$ cat config.mk
export PLATFORM = sky130hd
export DESIGN_NAME = wb_stage
export DESIGN_NICKNAME = d
export VERILOG_FILES = /design/src/rtl/wb_stage.sv
export SDC_FILE = /design/constraint.sdc
export NUM_CORES = 2
export LEC_CHECK = 0
export CELL_PAD_IN_SITES_DETAIL_PLACEMENT = 1
export CELL_PAD_IN_SITES_GLOBAL_PLACEMENT = 2
export CORE_UTILIZATION = 44
export DETAILED_ROUTE_END_ITERATION = 10
export PLACE_DENSITY = 0.76
export SYNTH_ARGS = -nofsm -noshare
export SYNTH_HDL_FRONTEND = slang
export SYNTH_SLANG_ARGS = --single-unit
export TNS_END_PERCENT = 50
$ cat constraint.sdc
create_clock -name clk -period 3.6 [get_ports clk]
set_clock_uncertainty 0.05 [all_clocks]
set_input_delay 0.72 -clock clk [delete_from_list [all_inputs] [get_ports clk]]
set_output_delay 0.72 -clock clk [all_outputs]
set_load 0.05 [all_outputs]
$ cat src/rtl/wb_stage.sv
// Write-back stage: one stage register in front of the architectural register file,
// with read bypass from the in-flight result, EBREAK halt capture and a retire counter.
module wb_stage #(
    parameter int XLEN = 32,
    parameter int NREG = 32
) (
    input  logic            clk,
    input  logic            rst,
    input  logic            in_valid,
    output logic            in_ready,
    input  logic [4:0]      in_rd,
    input  logic [1:0]      in_wb_sel,
    input  logic [XLEN-1:0] in_alu_result,
    input  logic [XLEN-1:0] in_mem_rdata,
    input  logic [XLEN-1:0] in_pc,
    input  logic            in_ebreak,
    input  logic [4:0]      rs1_addr,
    input  logic [4:0]      rs2_addr,
    output logic [XLEN-1:0] rs1_data,
    output logic [XLEN-1:0] rs2_data,
    output logic            commit_valid,
    output logic [XLEN-1:0] commit_pc,
    output logic            halted,
    output logic [XLEN-1:0] halt_code,
    output logic [31:0]     retired_cnt
);

    logic            valid_q, valid_d;
    logic [4:0]      rd_q, rd_d;
    logic            wen_q, wen_d;
    logic [XLEN-1:0] data_q, data_d;
    logic [XLEN-1:0] pc_q, pc_d;
    logic            ebreak_q, ebreak_d;
    logic            halted_q, halted_d;
    logic [XLEN-1:0] halt_code_q, halt_code_d;
    logic [31:0]     retired_cnt_q, retired_cnt_d;
    logic            ready_q, ready_d;
    logic [XLEN-1:0] regs_q [NREG];
    logic [XLEN-1:0] regs_d [NREG];
    logic            transfer_s;
    logic            commit_s;

    assign transfer_s   = in_valid && ready_q;
    assign commit_s     = valid_q;
    assign in_ready     = ready_q;
    assign commit_valid = valid_q;
    assign commit_pc    = pc_q;
    assign halted       = halted_q;
    assign halt_code    = halt_code_q;
    assign retired_cnt  = retired_cnt_q;

    // Stage register next state: capture on transfer, otherwise drop the valid bit.
    always_comb begin
        valid_d  = transfer_s;
        rd_d     = rd_q;
        wen_d    = wen_q;
        data_d   = data_q;
        pc_d     = pc_q;
        ebreak_d = ebreak_q;
        if (transfer_s) begin
            rd_d     = in_rd;
            wen_d    = (in_wb_sel != 2'b11) && (in_rd != 5'd0) && !in_ebreak;
            pc_d     = in_pc;
            ebreak_d = in_ebreak;
            case (in_wb_sel)
                2'b00:   data_d = in_alu_result;
                2'b01:   data_d = in_mem_rdata;
                2'b10:   data_d = in_pc + XLEN'(3'd4);
                default: data_d = in_alu_result;
            endcase
        end else begin
            rd_d = rd_q;
        end
    end

    // Commit side: halt capture, retire count and next-cycle readiness.
    always_comb begin
        halted_d      = halted_q;
        halt_code_d   = halt_code_q;
        retired_cnt_d = retired_cnt_q + {31'd0, commit_s};
        if (commit_s && ebreak_q) begin
            halted_d    = 1'b1;
            halt_code_d = regs_q[10];
        end else begin
            halted_d    = halted_q;
        end
        // Readiness is registered by evaluating the ready rule on next-state values.
        ready_d = !halted_d && !(valid_d && ebreak_d);
    end

    // Register file next state: the committing instruction writes at the end of its cycle.
    always_comb begin
        regs_d = regs_q;
        if (commit_s && wen_q) begin
            regs_d[rd_q] = data_q;
        end else begin
            regs_d = regs_q;
        end
    end

    // Read port 1 with bypass from the in-flight result.
    always_comb begin
        rs1_data = {XLEN{1'b0}};
        if (!rst || rs1_addr == 5'd0) begin
            rs1_data = {XLEN{1'b0}};
        end else if (valid_q && wen_q && rs1_addr == rd_q) begin
            rs1_data = data_q;
        end else begin
            rs1_data = regs_q[rs1_addr];
        end
    end

    // Read port 2 with bypass from the in-flight result.
    always_comb begin
        rs2_data = {XLEN{1'b0}};
        if (!rst || rs2_addr == 5'd0) begin
            rs2_data = {XLEN{1'b0}};
        end else if (valid_q && wen_q && rs2_addr == rd_q) begin
            rs2_data = data_q;
        end else begin
            rs2_data = regs_q[rs2_addr];
        end
    end

    // State flops; reset clears everything including the array, dropping any pending write.
    always_ff @(posedge clk or negedge rst) begin
        if (!rst) begin
            valid_q       <= 1'b0;
            rd_q          <= 5'd0;
            wen_q         <= 1'b0;
            data_q        <= {XLEN{1'b0}};
            pc_q          <= {XLEN{1'b0}};
            ebreak_q      <= 1'b0;
            halted_q      <= 1'b0;
            halt_code_q   <= {XLEN{1'b0}};
            retired_cnt_q <= 32'd0;
            ready_q       <= 1'b1;
            for (int i = 0; i < NREG; i++) begin
                regs_q[i] <= {XLEN{1'b0}};
            end
        end else begin
            valid_q       <= valid_d;
            rd_q          <= rd_d;
            wen_q         <= wen_d;
            data_q        <= data_d;
            pc_q          <= pc_d;
            ebreak_q      <= ebreak_d;
            halted_q      <= halted_d;
            halt_code_q   <= halt_code_d;
            retired_cnt_q <= retired_cnt_d;
            ready_q       <= ready_d;
            for (int i = 0; i < NREG; i++) begin
                regs_q[i] <= regs_d[i];
            end
        end
    end

endmodule

Word level (Yosys, flattened, before mapping)
Index checks and enable logic that the tools add are counted.
- add/sub/neg operators: 2
- magnitude comparators: 4
- equal/unequal tests: 5
- multiplexer cells: 16
- bitwise logic cells: 3
- reductions and logical operators: 19
- operators with widths (kind ; number):
    $bwmux 1024 ; 1
    $bmux 32 s5 ; 2
    $mux 32 ; 9
    $demux 32 s5 ; 1
    $pmux 32 s2 ; 1
    $add 32x1->32 ; 1
    $add 32x3->32 const B ; 1
    $ge 6x6->1 const B ; 3
    $not 5->6 ; 3
    $eq 5x5->1 ; 2
    $logic_and 1x1->1 ; 10
    $logic_not 5->1 ; 2
    $lt 6x1->1 const B ; 1
    $reduce_bool 5->1 ; 1
    $logic_not 1->1 ; 4
    $eq 2x1->1 const B ; 1
    $eq 2x2->1 const B ; 1
    $logic_or 1x1->1 ; 2
    $mux 1 ; 2
    $ne 2x2->1 const B ; 1
- register bits after elaboration: 1162
- output and inout bits: 163
- word-level logic and storage cells: 91

Logic depth before layout (Yosys ltp)
- depth after elaboration: 6
- gate-level depth with buffers: 10

Worst setup path before layout
OpenSTA, ideal clock, no wires.
- path kind: input -> output
- start: input rs2_addr[1]
- end: output rs2_data[28]
- arrival time: 2.826 ns
- required time: 2.830 ns
- path slack: 0.004 ns
- stages: 7
- path through: buf_2 xor2_1 or3_4 o31ai_4 buf_6 o221ai_1 a21oi_1
- word-level cells in the longest chain between the ends: 6
- elaborated cells on any way between the ends: 10
- RTL lines (element ; line ; text):
    start: declaration ; 18 ; input logic [4:0] rs2_addr,
    $not 5->6 (implied by the code) ; 121 ; rs2_data = regs_q[rs2_addr];
    $bmux 32 s5 ; 121 ;
    $mux 32 (implied by the code) (2 in series) ; 121 ;
    $mux 32 ; 118 ; end else if (valid_q && wen_q && rs2_addr == rd_q) begin
    $mux 32 (*) ; 116 ; if (!rst || rs2_addr == 5'd0) begin
    end: declaration ; 20 ; output logic [XLEN-1:0] rs2_data,
Every way passes the cells marked *; elsewhere a longest branch is shown, timed or not. The select of a mux whose other input is x is not followed.

Worst setup path after layout
- start: register rd_q[2]
- end: output rs2_data[16]
- word-level cells in the longest chain between the ends: 4
- RTL lines (element ; line ; text):
    start: declaration ; 29 ; logic [4:0] rd_q, rd_d;
    start signal: assignment ; 143 ; rd_q <= rd_d;
    $eq 5x5->1 ; 118 ;
    $logic_and 1x1->1 ; 118 ;
    $mux 32 ; 118 ;
    $mux 32 ; 116 ;
No other way between the ends.

==> key figures <==
Drt
  – Residual DRC: 0
  – Initial DRT Pass Iterations: 5
  – Via count: 45,000
  – Routed wire length: 239 mm
  – Wire length per cell: 34.7 um
  – Avg Vias per Cell: 6.54
  – Initial DRC count: 4,298
  – ANT nets after route: 0

Critical path
  – Critical Path AT: 3.21 ns
  – Type of the worst setup path: register to output pin
  – Worst Path Max Fanout: 5
  – CP startpoint kind: register
  – CP required: 2.83 ns
  – Worst setup EP type: output pin

Logic synthesis
  – Synth warn: 0
  – Syn nets: 4,628
  – Post-Synth Adder-Cell Area: 0.140%
  – Post-synth top area share: 46.5%
  – Cell taking the most area after synthesis: dfrtp_1
  – Sequential area share after synthesis: 46.5%
  – Post-synthesis simple-gate area fraction: 3.65%
  – Ranking of synthesized cells by area: dfrtp_1, mux2_2, mux4_2
  – Mapped cell area: 62,500 um^2
  – Async SR Flop Fraction: 100%
  – Mapped Cells: 4,504
  – Synth Area in Compound Gates: 6.84%
  – Mux cell area share after synthesis: 38.2%
  – #FFs+latches synth: 1,162
  – Avg Cell Area, Syn: 13.9 um^2
  – Post-synth EDFFs: 0
  – Post-synthesis xor/xnor area fraction: 0.883%
  – Most common flop cell mapped by yosys: dfrtp_1
  – Synth unique cells: 71
  – Largest family of logic cells by synthesized area: multiplexers

STA
  – Least-Margin Pin Slew: 1.09 ns
  – Slew margin rel.: 27.5%
  – Pins Over Slew Limit: 0
  – Final Cycle Share: 111%
  – Worst setup margin: -0.380 ns
  – Setup TNS: -17.83 ns
  – Unrepaired setup endpoints after global routing: yes
  – Fmax: 0.251 GHz
  – Final setup violating endpoints: 64
  – Fin crit period: 3.98 ns
  – Fin. Hold Viols: 0

Clock tree
  – CTS Hold Bufs: 0
  – Root Buffer: clkbuf_16
  – CTS Buffer Depth: 3
  – H-tree Lvls: 4
  – Clk sinks: 1,162
  – Reg clk slew, reported paths: 0.07 ns
  – CTS tree: yes
  – Clk_lat worst skew: 0.77 ns
  – Inserted Clock Buffers: 138

Final layout
  – Commonest non-fill, non-tap cells in the layout: dfrtp_1, mux2_2, mux4_2, buf_4, mux2i_1
  – Post-layout util: 54.0%
  – Final nets: 5,027
  – Area grow syn2layout: 21.2%
  – Share of layout cells above drive strength 1: 45.7%
  – Most common cell after layout, fill and taps aside: dfrtp_1
  – # fillers: 13,600

Placement
  – Hpwl dp: 153 mm
  – Buffers on Ports: 279
  – Final RePlAce weighted congestion: 0.868

Floorplan
  – Row count: 137
  – Num ports: 280
  – Core ar.: 140,000 um^2
  – Die area: 144,000 um^2
  – Die Y: 379 um
  – Initial Util: 44.6%
  – Die X: 379 um

GRT
  – Global-route usage over all layers: 33.7%
  – Largest net degree at the start of global routing: 153
  – Grt ovf: 0
  – Vias in the first global route: 47,300
  – First-pass GRT wire length: 348 mm
  – Initial antenna violation count: 10

Job
  – # Max-Cap Violations: 0

Power and ir drop
  – Leak Pwr: 34.5 nW
  – Pwr Total: 44.7 mW
  – Peak VDD IR: 0.434 mV
  – Pwr dens: 590 nW/um^2

Outcome
  – Failing checks: negative setup slack
  – Run status: finished, violations left

Hold path
  – Min-Delay Path Class: primary input to async pin
==> routing by layer <==
layer	up-vias	part of all wire [%]	global-route usage, %
met5	-	0.011	0
met4	4	4.2	13.0
met3	528	7.3	6.91
met2	1840	46	52.1
met1	24600	42	46.8
li1	18100	-	-
==> path summary, 6_finish.rpt <==
| check | slack [ns] | startpoint | end | cells after the start |
|---|---|---|---|---|
| setup / recovery | -0.38 | rd_q[2] | rs2_data[16] | 9 |
| hold / removal | 0.03 | rst | regs_q[991] | 2 |
| setup reg to reg | 0.56 | rd_q[2] | regs_q[778] | 7 |
| hold reg to reg | 0.41 | retired_cnt[31] | retired_cnt[31] | 1 |
| max in group asynchronous | 1.79 | rst | regs_q[207] | 3 |
| min in group clk | 0.41 | retired_cnt[31] | retired_cnt[31] | 1 |
==> worst max-delay path: stages, from the launching register on <==
cell	delay, ns
dfrtp_2	0.48
xor2_1	0.20
or3_4	0.41
buf_6	0.13
o31ai_4	0.27
buf_12	0.21
buf_12	0.15
a211oi_2	0.04
a221o_1	0.35
buf_12	0.18
==> power by group <==
| group | internal [mW] | total [mW] | switching [mW] |
|---|---|---|---|
| sequential | 15.6 | 18.5 | 2.86 |
| clock | 8.49 | 14.3 | 5.84 |
| combinational | 5.52 | 11.9 | 6.41 |
==> layout make-up <==
cell class	count	area (um^2)	share of cell area [%]
inverter	18	71.3	0.0942
clock inverter	35	420	0.555
antenna	7	17.5	0.0231
sequential	1162	29100	38.4
multi-input combinational	2874	31600	41.7
timing repair buffer	709	8080	10.7
clock buffer	210	4140	5.47
tap	1876	2350	3.10
==> cell families (layout without fill, tap and decap cells) <==
logic type,Yosys count,in the layout
compound gates,542,542
buf+inv,468,972
other cells,0,7
xor+xnor,63,63
fa+ha+maj,7,7
flops,1162,1162
simple gates,497,497
mux,1765,1765
==> stage by stage <==
| stage | setup WS (ns) | instances | hold slack, ns | area [um^2] |
|---|---|---|---|---|
| 2_1_floorplan | 0.00373 | 4504 | 0.374 | 62500 |
| 3_3_place_gp | -0.235 | 6606 | 0.410 | 70400 |
| 3_5_place_dp | -0.246 | 6606 | 0.409 | 70400 |
| 4_1_cts | -0.414 | 6864 | 0.0956 | 75300 |
| 5_1_grt | -0.451 | 6890 | 0.0956 | 75700 |
| 6_report | -0.380 | 6891 | 0.0344 | 75700 |
==> registers in the layout (all words and copies together) (netlist names), 5 cells and up <==
name         cells
halt_code       32
retired_cnt     32
commit_pc       32
regs_q        1024
data_q          32
rd_q             5
==> synthesized netlist by cell type (4+ instances only) <==
library cell     n
a211oi_1         5
dfrtp_1       1161
nor2_1          80
a221oi_1       128
buf_4           20
a211oi_2        19
a21oi_1         31
a31oi_1          6
mux2i_1        295
nand3_1         34
nand2_1        259
mux4_2         390
buf_6           36
nand4_1         16
o21a_1          22
ha_1             7
or2_2            4
buf_1           45
clkbuf_1       224
o2111a_1        18
mux2_2        1045
a22oi_1         61
or3_1            5
o21ai_0         74
o22ai_1         44
nor2b_1          5
and3_1          34
nand2b_1         5
a221oi_2        15
xnor2_1         36
o211ai_1        31
buf_2          121
and2_1           5
mux2_1          35
o2111ai_1       21
a221o_1         28
nor3_1          21
xor2_1          27
inv_1           15
o21ai_1         21
and4_1           7
==> what timing repair did <==
item	CTS	global route
gates cloned	1	1
resized for setup	53	49
setup endpoints to repair	64	64
pin swaps	27	33
setup buffers	12	21
(Power assumes the default switching activity.)
